File: config.mk
export PLATFORM = sky130hd
export DESIGN_NAME = cache_stats_collector
export DESIGN_NICKNAME = d
export VERILOG_FILES = /design/src/rtl/cache_stats_collector.sv
export SDC_FILE = /design/constraint.sdc
export NUM_CORES = 1
export LEC_CHECK = 0
export ABC_AREA = 0
export ABC_CLOCK_PERIOD_IN_PS = 7900
export BUFFER_PORTS_ARGS = -buffer_cell sky130_fd_sc_hd__buf_4
export CORE_MARGIN = 4
export CORE_UTILIZATION = 55
export DETAILED_ROUTE_END_ITERATION = 8
export MAX_ROUTING_LAYER = met4
export PLACE_DENSITY_LB_ADDON = 0.1
export SLEW_MARGIN = 20
export SYNTH_ARGS = -nofsm -noshare
export SYNTH_HDL_FRONTEND = slang
export SYNTH_SLANG_ARGS = --single-unit
File: constraint.sdc
create_clock -name clk -period 7.9 [get_ports clk]
set_clock_uncertainty 0.15 [all_clocks]
set_input_delay 1.185 -clock clk [delete_from_list [all_inputs] [get_ports clk]]
set_output_delay 1.185 -clock clk [all_outputs]
set_load 0.005 [all_outputs]
File: src/rtl/cache_stats_collector.sv
// Per-access hit/miss statistics for the L1I/L1D/L2 cache model, with a
// snapshot-and-stream readout that never stalls the live counters.

module cache_stats_cnt #(
  parameter int CNT_W = 32,
  parameter int SAT   = 1
) (
  input  logic             clk,
  input  logic             rst,
  input  logic             i_clr,
  input  logic             i_inc,
  output logic [CNT_W-1:0] o_cnt
);
  logic [CNT_W-1:0] r_cnt;
  logic             w_hold;

  // Saturating mode freezes an all-ones counter; wrapping mode lets it roll.
  assign w_hold = (SAT != 0) && (&r_cnt);

  always_ff @(posedge clk) begin
    if (!rst)                 r_cnt <= '0;
    else if (i_clr)           r_cnt <= '0;
    else if (i_inc && !w_hold) r_cnt <= r_cnt + {{(CNT_W-1){1'b0}}, 1'b1};
  end

  assign o_cnt = r_cnt;
endmodule

module cache_stats_collector #(
  parameter int CNT_W = 32,
  parameter int SAT   = 1
) (
  input  logic             clk,
  input  logic             rst,
  input  logic             acc_valid,
  input  logic             acc_instr,
  input  logic             L1h,
  input  logic             L2h,
  input  logic             clr,
  input  logic             dump_req,
  output logic             dump_busy,
  output logic             out_valid,
  input  logic             out_ready,
  output logic [2:0]       out_id,
  output logic [CNT_W-1:0] out_data,
  output logic             out_last
);
  localparam int         NCNT   = 7;
  localparam logic [2:0] LAST_ID = 3'd6;
  localparam logic [0:0] S_IDLE = 1'b0;
  localparam logic [0:0] S_SEND = 1'b1;

  logic [NCNT-1:0]            w_inc;
  logic [NCNT-1:0][CNT_W-1:0] w_cnt;
  logic [NCNT-1:0][CNT_W-1:0] r_snap;
  logic [0:0]                 r_state;
  logic [2:0]                 r_id;
  logic                       w_l1_miss;

  // L2 counters only see accesses that missed in L1.
  assign w_l1_miss = acc_valid & ~L1h;
  assign w_inc[0]  = acc_valid;
  assign w_inc[1]  = acc_valid &  acc_instr &  L1h;
  assign w_inc[2]  = acc_valid &  acc_instr & ~L1h;
  assign w_inc[3]  = acc_valid & ~acc_instr &  L1h;
  assign w_inc[4]  = acc_valid & ~acc_instr & ~L1h;
  assign w_inc[5]  = w_l1_miss &  L2h;
  assign w_inc[6]  = w_l1_miss & ~L2h;

  for (genvar g = 0; g < NCNT; g++) begin : g_cnt
    cache_stats_cnt #(.CNT_W(CNT_W), .SAT(SAT)) u_cnt (
      .clk   (clk),
      .rst   (rst),
      .i_clr (clr),
      .i_inc (w_inc[g]),
      .o_cnt (w_cnt[g])
    );
  end

  // Snapshot takes the pre-edge live values, so a same-cycle access is live only.
  always_ff @(posedge clk) begin
    if (!rst) begin
      r_state <= S_IDLE;
      r_id    <= '0;
      r_snap  <= '0;
    end else begin
      case (r_state)
        S_IDLE: begin
          if (dump_req) begin
            r_snap  <= w_cnt;
            r_id    <= '0;
            r_state <= S_SEND;
          end
        end
        S_SEND: begin
          if (out_ready) begin
            if (r_id == LAST_ID) begin
              r_state <= S_IDLE;
              r_id    <= '0;
            end else begin
              r_id <= r_id + 3'd1;
            end
          end
        end
        default: r_state <= S_IDLE;
      endcase
    end
  end

  assign out_valid = (r_state == S_SEND);
  assign dump_busy = out_valid;
  assign out_id    = r_id;
  assign out_last  = out_valid && (r_id == LAST_ID);
  assign out_data  = out_valid ? r_snap[r_id] : '0;
endmodule

== Yosys cells after proc, flatten, opt, wreduce, memory -nomap -nowiden ==
Index checks and enable logic that the tools add are counted.

* Register bits: 452
* Logic and storage cells: 78
* Output and inout port bits: 38
* Input bits: 9

* Bitwise gates (word level): 14
* Reductions and logical operators: 25
* Equality and inequality tests: 3
* Order comparisons: 1
* $add $sub $neg: 8
* Multiplexer cells: 11

{| class="wikitable"
|+ Operators with widths
! cell !! number
|-
| 32-bit by 1-bit adder with 32-bit output, second input constant || 7
|-
| 32-bit AND reduction || 7
|-
| 32-bit binary-select mux with 3-bit select || 1
|-
| 32-bit 2-to-1 mux || 2
|-
| 1-bit bitwise AND || 9
|-
| 3-bit 2-to-1 mux || 3
|-
| 1-bit logical AND || 8
|-
| 1-bit zero test || 7
|-
| 3-bit case mux with 2 select lines || 1
|-
| 1-bit NOT || 5
|-
| 3-bit by 4-bit less-than comparator with 1-bit output, second input constant || 1
|-
| 2-bit inequality test, second input constant || 2
|-
| 2-bit AND reduction || 2
|-
| 3-bit by 1-bit adder with 3-bit output, second input constant || 1
|-
| 3-bit == test, second input constant || 1
|-
| 1-bit 2-to-1 mux || 3
|-
| 1-bit case mux with 2 select lines || 1
|-
| 2-bit OR reduction || 1
|}

== Logic depth before layout (Yosys ltp) ==
Gate-level depths: netlist of the first run.

* Depth in word-level cells: 4
* Gate-level depth with buffers: 9
* Depth with buffers taken out: 6

== Modules after synthesis ==
Synthesis of the first run repeated with hierarchy kept, for this count alone.

* Cells, all modules: 2620
* Area total of the unflattened synthesis: 21765.9 um^2

{| class="wikitable"
|+ By module, submodules not included
! module !! seq. area each (um^2) !! cells an instance !! instances !! area an instance (um^2)
|-
| cache_stats_cnt || 640.6 || 203 || 7 || 1634.1
|-
| cache_stats_collector || 4564.4 || 1199 || 1 || 10327.4
|}

== Worst setup path after synthesis of the first run ==
OpenSTA, ideal clock, no wires.

* Kind: input to register
* Start point: in L1h
* End point: reg g_cnt[4].u_cnt.r_cnt[31]
* Data required time: 7680 ps
* Library setup time: 70 ps
* Arrival: 3205 ps
* Stages on the path: 7
* Slack: 4474 ps
* Buffers on the path: 2
* Cell sequence: buf_2 -> or3b_1 -> buf_2 -> or4_4 -> a2111o_1 -> or3_1 -> a21oi_1

* Word-level cells in the longest chain between the ends: 3

{| class="wikitable"
|+ Ends and longest elaborated chain
! what !! line !! RTL
|-
| from (decl) || 37 || <nowiki>input logic L1h,</nowiki>
|-
| 1-bit NOT || 66 || <nowiki>assign w_inc[4] = acc_valid & ~acc_instr & ~L1h;</nowiki>
|-
| 1-bit bitwise AND || 66 ||
|-
| 1-bit logical AND || 23 || <nowiki>else if (i_inc && !w_hold) r_cnt <= r_cnt + {{(CNT_W-1){1'b0}}, 1'b1};</nowiki>
|-
| to (signal assigned) || 23 ||
|-
| to (decl) || 14 || <nowiki>logic [CNT_W-1:0] r_cnt;</nowiki>
|}

Every way passes these cells.
A chain may end at the register's enable or synchronous reset.

== Worst setup path in the final report of the first run ==
* Start point: reg r_id[0] (netlist: out_id[0])
* End point: out out_data[10]

* Word-level cells in the longest chain between the ends: 3

{| class="wikitable"
|+ Ends and longest elaborated chain
! what !! line !! RTL
|-
| from (decl) || 57 || <nowiki>logic [2:0] r_id;</nowiki>
|-
| from (signal assigned) || 101 || <nowiki>r_id <= r_id + 3'd1;</nowiki>
|-
| 32-bit binary-select mux with 3-bit select || 114 || <nowiki>assign out_data = out_valid ? r_snap[r_id] : '0;</nowiki>
|-
| 32-bit 2-to-1 mux (not written as such) || 114 ||
|-
| 32-bit 2-to-1 mux || 114 ||
|-
| to (decl) || 45 || <nowiki>output logic [CNT_W-1:0] out_data,</nowiki>
|}

Every way passes these cells. The select of a mux whose other input is x is not followed.

==> flow_summary.yaml, run 1 <==
floorplan:
  die_x_um: 205
  start_util_pct: 56.3
  io_pins: 47
  dieHeight_um: 205
  rows: 71
  fp.coreArea_um2: 38000
  dieArea_um2: 42100
power_and_ir_drop:
  pwr-share-seq_pct: 48.9
  p_sw_share_pct: 22.3
  power_frac_comb_pct: 3.3
  vdd_drop_max_mv: 0.139
  pwr-share-clk_pct: 47.8
  p_int_mw: 3.64
  p_switching_mw: 1.05
  p_leak_nw: 7.33
  powerDensity_nw_per_um2: 199
  power_mw: 4.69
logic_synthesis:
  netlist_area_um2: 21400
  synth_edf_count: 0
  synthArstFlopShare_pct: 0
  synth_flop_cell: "dfxtp_1"
  synthCells: 2568
  ys_seq_elements: 452
  synth.largest_area_cell: "dfxtp_1"
  synthTopCellsByArea: "dfxtp_1, nand2_1, a21boi_0"
  synth_nets: 2584
  synth.avg_cell_area_um2: 8.33
  yosysWarnings: 0
  ys_types: 61
  synth_top_area_share_pct: 42.3
  seq_area_frac_synth_pct: 42.3
global_route:
  grt_max_degree: 227
  grt_pass1_wl_um: 95600
  grt_pass1_vias: 17833
  grtUsageTotal_pct: 28.7
  grt_overflow: 0
  antenna_found_initial: 0
clock_tree:
  post_cts_buffers: 0
  numCtsBuffers: 48
  hold_buffers: 0
  cts.sinks: 452
  insertion_delay_ns: 0.58
  cts_tree: "yes"
  clk_pin_slew_ns: 0.06
  ctsResizeCount: 0
  ctsHtreeMaxLevel: 2
  ctsRootBufferMaster: "clkbuf_16"
  ctsLongestPathBuffers: 3
sta:
  fin_crit_ns: 4.61
  slew_viol_final: 0
  setup_viol: 0
  period_share_pct: 58.3
  worstMarginPinSlew_ns: 1.10
  slew_headroom_pct: 24.6
  rsz0062_at_grt: "false"
  fmax_mhz: 217
  fin_setup_tns_ns: 0
  hold_violations: 0
route:
  wl_per_cell_um: 19.6
  routed_wl_um: 60000
  num_vias: 18945
  ant_nets: 0
  drc: 0
  drt-vias-per-instance: 6.20
  dr.pass1.iters: 6
  first_iter_violations: 1631
final_layout:
  final_cell_mix: "nand2_1, dfxtp_1, a21boi_0"
  synthToLayoutAreaGrowth_pct: 10.1
  diodes: 0
  final_util_pct: 61.9
  final_common_cell: "nand2_1"
  drive_gt1_share_pct: 7.81
  nets: 2527
worst_setup_path:
  endpoint_kind: "output pin"
  crit_path_max_incr_delay_ns: 1.02
  cp_max_fo: 72
  r2r.worst_path.cells: 6
  critical_path_arrival_ns: 3.27
  rrSetupSlack_ns: 4.86
  crit_path_start_kind: "register"
  cp_num_buf_inv: 2
  crit_slowest_cell: "dfxtp_4"
  path_class: "register to output pin"
  required_ns: 6.57
  cp.depth: 6
  crit_chain: "nor2b_2, buf_4, nand2_1, o211ai_1, o211a_1, buf_4"
  crit_top_cell: "buf_4"
  cp_top_family: "flip-flops"
hold_path:
  hold_depth: 2
  min_path_type: "register to register"
flow_run:
  maxCapViolCount: 0
placement:
  portBuffers: 46
  routabilityCongestion: 0.939
  dpl.hpwl_um: 39900
status:
  status: "finished, final reports clean"
tightest hold or removal path: cells and delay by family (launching register included):
family / cells / cell delay [ns]
DFF: 1 / 0.30
AOI/OAI and AO/OA: 1 / 0.06
and+or+nand+nor: 1 / 0.04
flip-flops by register name, summed over array words and instances (netlist names):
name and count:
out_id 3, g_cnt.u_cnt.o_cnt 224, r_snap 224, dump_busy 1
kinds of logic (layout without fill, tap and decap cells):
group                    Yosys count  count (layout)  synth area share, %
multiplexers                      82              82                 5.71
AND/OR/NAND/NOR                 1145            1145                 25.8
buffers and inverters            195             174                 3.46
AO/OA/AOI/OAI                    644             644                 20.6
XOR/XNOR                          43              43                 1.76
flip-flops                       452             452                 42.3
adder cells (fa/ha/maj)            7               7                0.409
stage by stage:
stage	cell area, um2	std cells	setup WS [ns]	hold WS [ns]
after floorplan	21400	2568	4.47	0.290
after global placement	22000	2972	3.80	0.300
after detailed placement	22000	2972	3.78	0.303
after CTS	23500	3058	3.24	0.311
after global routing	23500	3058	3.12	0.327
final	23500	3058	3.29	0.309
worst paths after layout:
path | to | startpoint
worst max register to register | g_cnt[1].u_cnt.o_cnt[26]$_SDFFE_PP0P_ | g_cnt[1].u_cnt.o_cnt[0]$_SDFFE_PP0P_
worst min-delay path | r_snap[99]$_SDFFE_PN0P_ | r_snap[99]$_SDFFE_PN0P_
worst max-delay path | out_data[10] | out_id[0]$_SDFFE_PN0P_
worst min register to register | r_snap[99]$_SDFFE_PN0P_ | r_snap[99]$_SDFFE_PN0P_
power by group through the flow:
stage / Combinational (mW) / Sequential, mW / Clock, mW
finish: 0.154 / 2.29 / 2.24
global route: 0.164 / 2.29 / 2.37
detailed placement: 0.153 / 2.34 / 0
global placement: 0.151 / 2.34 / 0
CTS: 0.153 / 2.29 / 2.28
floorplan: 0.117 / 2.33 / 0
layout make-up:
class | instances | area, um2
Sequential cell | 452 | 9060
Inverter | 26 | 97.6
Fill cell | 3416 | 14500
Tap cell | 511 | 639
Multi-Input combinational cell | 1921 | 11700
Clock buffer | 76 | 1460
Timing Repair Buffer | 62 | 503
Clock inverter | 10 | 104
per-layer routing:
| metal | global-route usage (%) | part of all wire [%] |
|---|---|---|
| met1 | 37.4 | 44 |
| met2 | 46.7 | 47 |
| met3 | 3.45 | 5.8 |
| met4 | 9.52 | 3.1 |
| met5 | - | 0 |
cells in the mapped netlist, types with 24 or more instances:
library cell and n:
clkbuf_1 150, o21ai_0 100, mux4_2 32, o211a_1 33, xor2_1 24, nor4_1 32
nand2_1 608, o31ai_1 39, a21boi_0 224, nor2_1 80, nand3_1 76, inv_1 26
mux2i_1 50, or4_1 60, nand4_1 74, or3_1 95, dfxtp_1 452, a21oi_1 133
o211ai_1 56
Power figures use the tool's default switching activity.
==> inputs of run 2 (changes only) <==
--- a/config.mk
+++ b/config.mk
@@ -6,7 +6,7 @@
 export NUM_CORES = 1
 export LEC_CHECK = 0
 export ABC_AREA = 0
-export ABC_CLOCK_PERIOD_IN_PS = 7900
+export ABC_CLOCK_PERIOD_IN_PS = 4600
 export BUFFER_PORTS_ARGS = -buffer_cell sky130_fd_sc_hd__buf_4
 export CORE_MARGIN = 4
 export CORE_UTILIZATION = 55
==> constraint.sdc (replaced) <==
create_clock -name clk -period 4.6 [get_ports clk]
set_clock_uncertainty 0.15 [all_clocks]
set_input_delay 0.69 -clock clk [delete_from_list [all_inputs] [get_ports clk]]
set_output_delay 0.69 -clock clk [all_outputs]
set_load 0.005 [all_outputs]
==> flow_summary.yaml, run 2 (synthesized netlist as in run 1, its figures left out) <==
clock_tree:
  post_cts_buffers: 0
  ctsHtreeMaxLevel: 2
  clk_pin_slew_ns: 0.06
  numCtsBuffers: 48
  ctsRootBufferMaster: "clkbuf_16"
  ctsResizeCount: 0
  hold_buffers: 0
  cts.sinks: 452
  ctsLongestPathBuffers: 3
  cts_tree: "yes"
  insertion_delay_ns: 0.57
hold_path:
  hold-path-endpoint: "dump_busy$_SDFF_PN0_"
  hold_depth: 3
  min_from: "dump_req"
  min_path_type: "primary input to register"
final_layout:
  drive_gt1_share_pct: 8.61
  seq_area_um2: 9060
  final_cell_mix: "nand2_1, dfxtp_1, a21boi_0"
  multi_input_area_um2: 11700
  fill_cells: 3434
  synthToLayoutAreaGrowth_pct: 10.6
  final_common_cell: "nand2_1"
  nets: 2547
worst_setup_path:
  rrSetupSlack_ns: 1.64
  crit_top_cell: "buf_4"
  crit_chain: "buf_4, mux4_2, o211a_1, buf_4"
  r2r-end: "g_cnt[3].u_cnt.o_cnt[7]$_SDFFE_PP0P_"
  r2r_start: "g_cnt[3].u_cnt.o_cnt[0]$_SDFFE_PP0P_"
  r2r.worst_path.cells: 6
  cp_max_fo: 28
  critical_path_arrival_ns: 2.67
  required_ns: 3.76
  endpoint_kind: "output pin"
  crit_path_start_kind: "register"
  crit_slowest_cell: "dfxtp_4"
  path_class: "register to output pin"
  crit_path_max_incr_delay_ns: 0.68
route:
  drc: 0
  routed_wl_um: 60900
  wl_met1_um: 26600
  dr.pass1.iters: 6
  wl_met3_um: 3260
  route.met2.wl_um: 29200
  wl_per_cell_um: 19.8
  ant_nets: 0
  first_iter_violations: 1709
  highest-signal-layer: "met4"
  num_vias: 19239
  drt-vias-per-instance: 6.25
floorplan:
  start_util_pct: 56.3
  die_x_um: 205
  dieArea_um2: 42100
  fp.coreArea_um2: 38000
  dieHeight_um: 205
  rows: 71
  io_pins: 47
global_route:
  grt_pass1_vias: 18357
  grtUsageTotal_pct: 29.3
  grt_pass1_wl_um: 97500
  grt_overflow: 0
  grt_max_degree: 117
  antenna_found_initial: 1
power_and_ir_drop:
  vdd_drop_max_mv: 0.298
  powerDensity_nw_per_um2: 337
  p_leak_nw: 7.42
sta:
  period_share_pct: 76.4
  fin_setup_tns_ns: 0
  fmax_mhz: 285
  setup_viol: 0
  worstMarginPinSlew_ns: 1.04
  fin_crit_ns: 3.51
  hold_ws_ns: 0.270
  hold_violations: 0
  slew_headroom_pct: 30.8
  rsz0062_at_grt: "false"
  slew_viol_final: 0
placement:
  dpl.hpwl_um: 41600
  routabilityCongestion: 0.951
  portBuffers: 46
status:
  status: "finished, final reports clean"
flow_run:
  maxCapViolCount: 0
==> run 2: cell count changes in the layout (fill, tap and decap cells not counted), moves of 2 or more <==
cell      delta
buf_4       +19
clkinv_2     +5
clkbuf_1     -2
clkbuf_8     -2
o31ai_1      -2
o31ai_2      +2
==> run 2: per-stage QoR <==
step / cells / power (mW) / area [um2] / worst slack [ns] / util (%)
floorplan: 2568 / 4.21 / 21400 / 1.67 / -
global placement: 2992 / 4.30 / 22100 / 1.44 / 58.2
detailed placement: 2992 / 4.30 / 22100 / 1.40 / 58.2
CTS: 3077 / 8.04 / 23600 / 1.04 / 62.1
global route: 3078 / 8.21 / 23700 / 0.974 / 62.2
finish: 3078 / 7.97 / 23700 / 1.09 / 62.2
==> run 2: metal layers <==
layer | up-vias | GRT usage, %
met2 | 559 | 48.4
met1 | 9358 | 37.6
li1 | 9204 | -
met5 | - | -
met3 | 118 | 3.22
met4 | 0 | 10.3
==> run 2: critical path, delay by kind of cell (launching register included) <==
kind / cells / cell delay (ns)
DFF: 1 / 0.68
AOI/OAI and AO/OA: 1 / 0.23
buffers and inverters: 2 / 0.56
muxes: 1 / 0.62
==> run 2: worst max-delay path by stage <==
| stage | startpoint | endpoint | slack [ns] | cells after the start |
|---|---|---|---|---|
| final | out_id[0]$_SDFFE_PN0P_ | out_data[16] | 1.09 | 4 |
| after global placement | acc_valid | g_cnt[4].u_cnt.o_cnt[31]$_SDFFE_PP0P_ | 1.44 | 6 |
| after CTS | out_id[0]$_SDFFE_PN0P_ | out_data[16] | 1.04 | 4 |
| after global routing | out_id[0]$_SDFFE_PN0P_ | out_data[16] | 0.97 | 4 |
| after detailed placement | acc_valid | g_cnt[4].u_cnt.o_cnt[27]$_SDFFE_PP0P_ | 1.40 | 6 |
| after floorplan | L1h | g_cnt[4].u_cnt.o_cnt[31]$_SDFFE_PP0P_ | 1.67 | 7 |
==> run 2: report_power, final <==
| group | internal (mW) | switching (mW) | total (mW) |
|---|---|---|---|
| sequential | 3.92 | 0.0137 | 3.93 |
| clock | 2.18 | 1.58 | 3.76 |
| combinational | 0.0740 | 0.211 | 0.285 |
==> run 2: cell type report <==
| type | count | share of cell area, % |
|---|---|---|
| flip-flops and latches | 452 | 38.3 |
| repair buffers | 82 | 2.81 |
| inverters | 26 | 0.412 |
| diodes | 1 | 0.0106 |
| multi-input cells | 1921 | 49.4 |
| clock inverters | 13 | 0.381 |
| well taps | 511 | 2.70 |
| clock buffers | 72 | 6.01 |
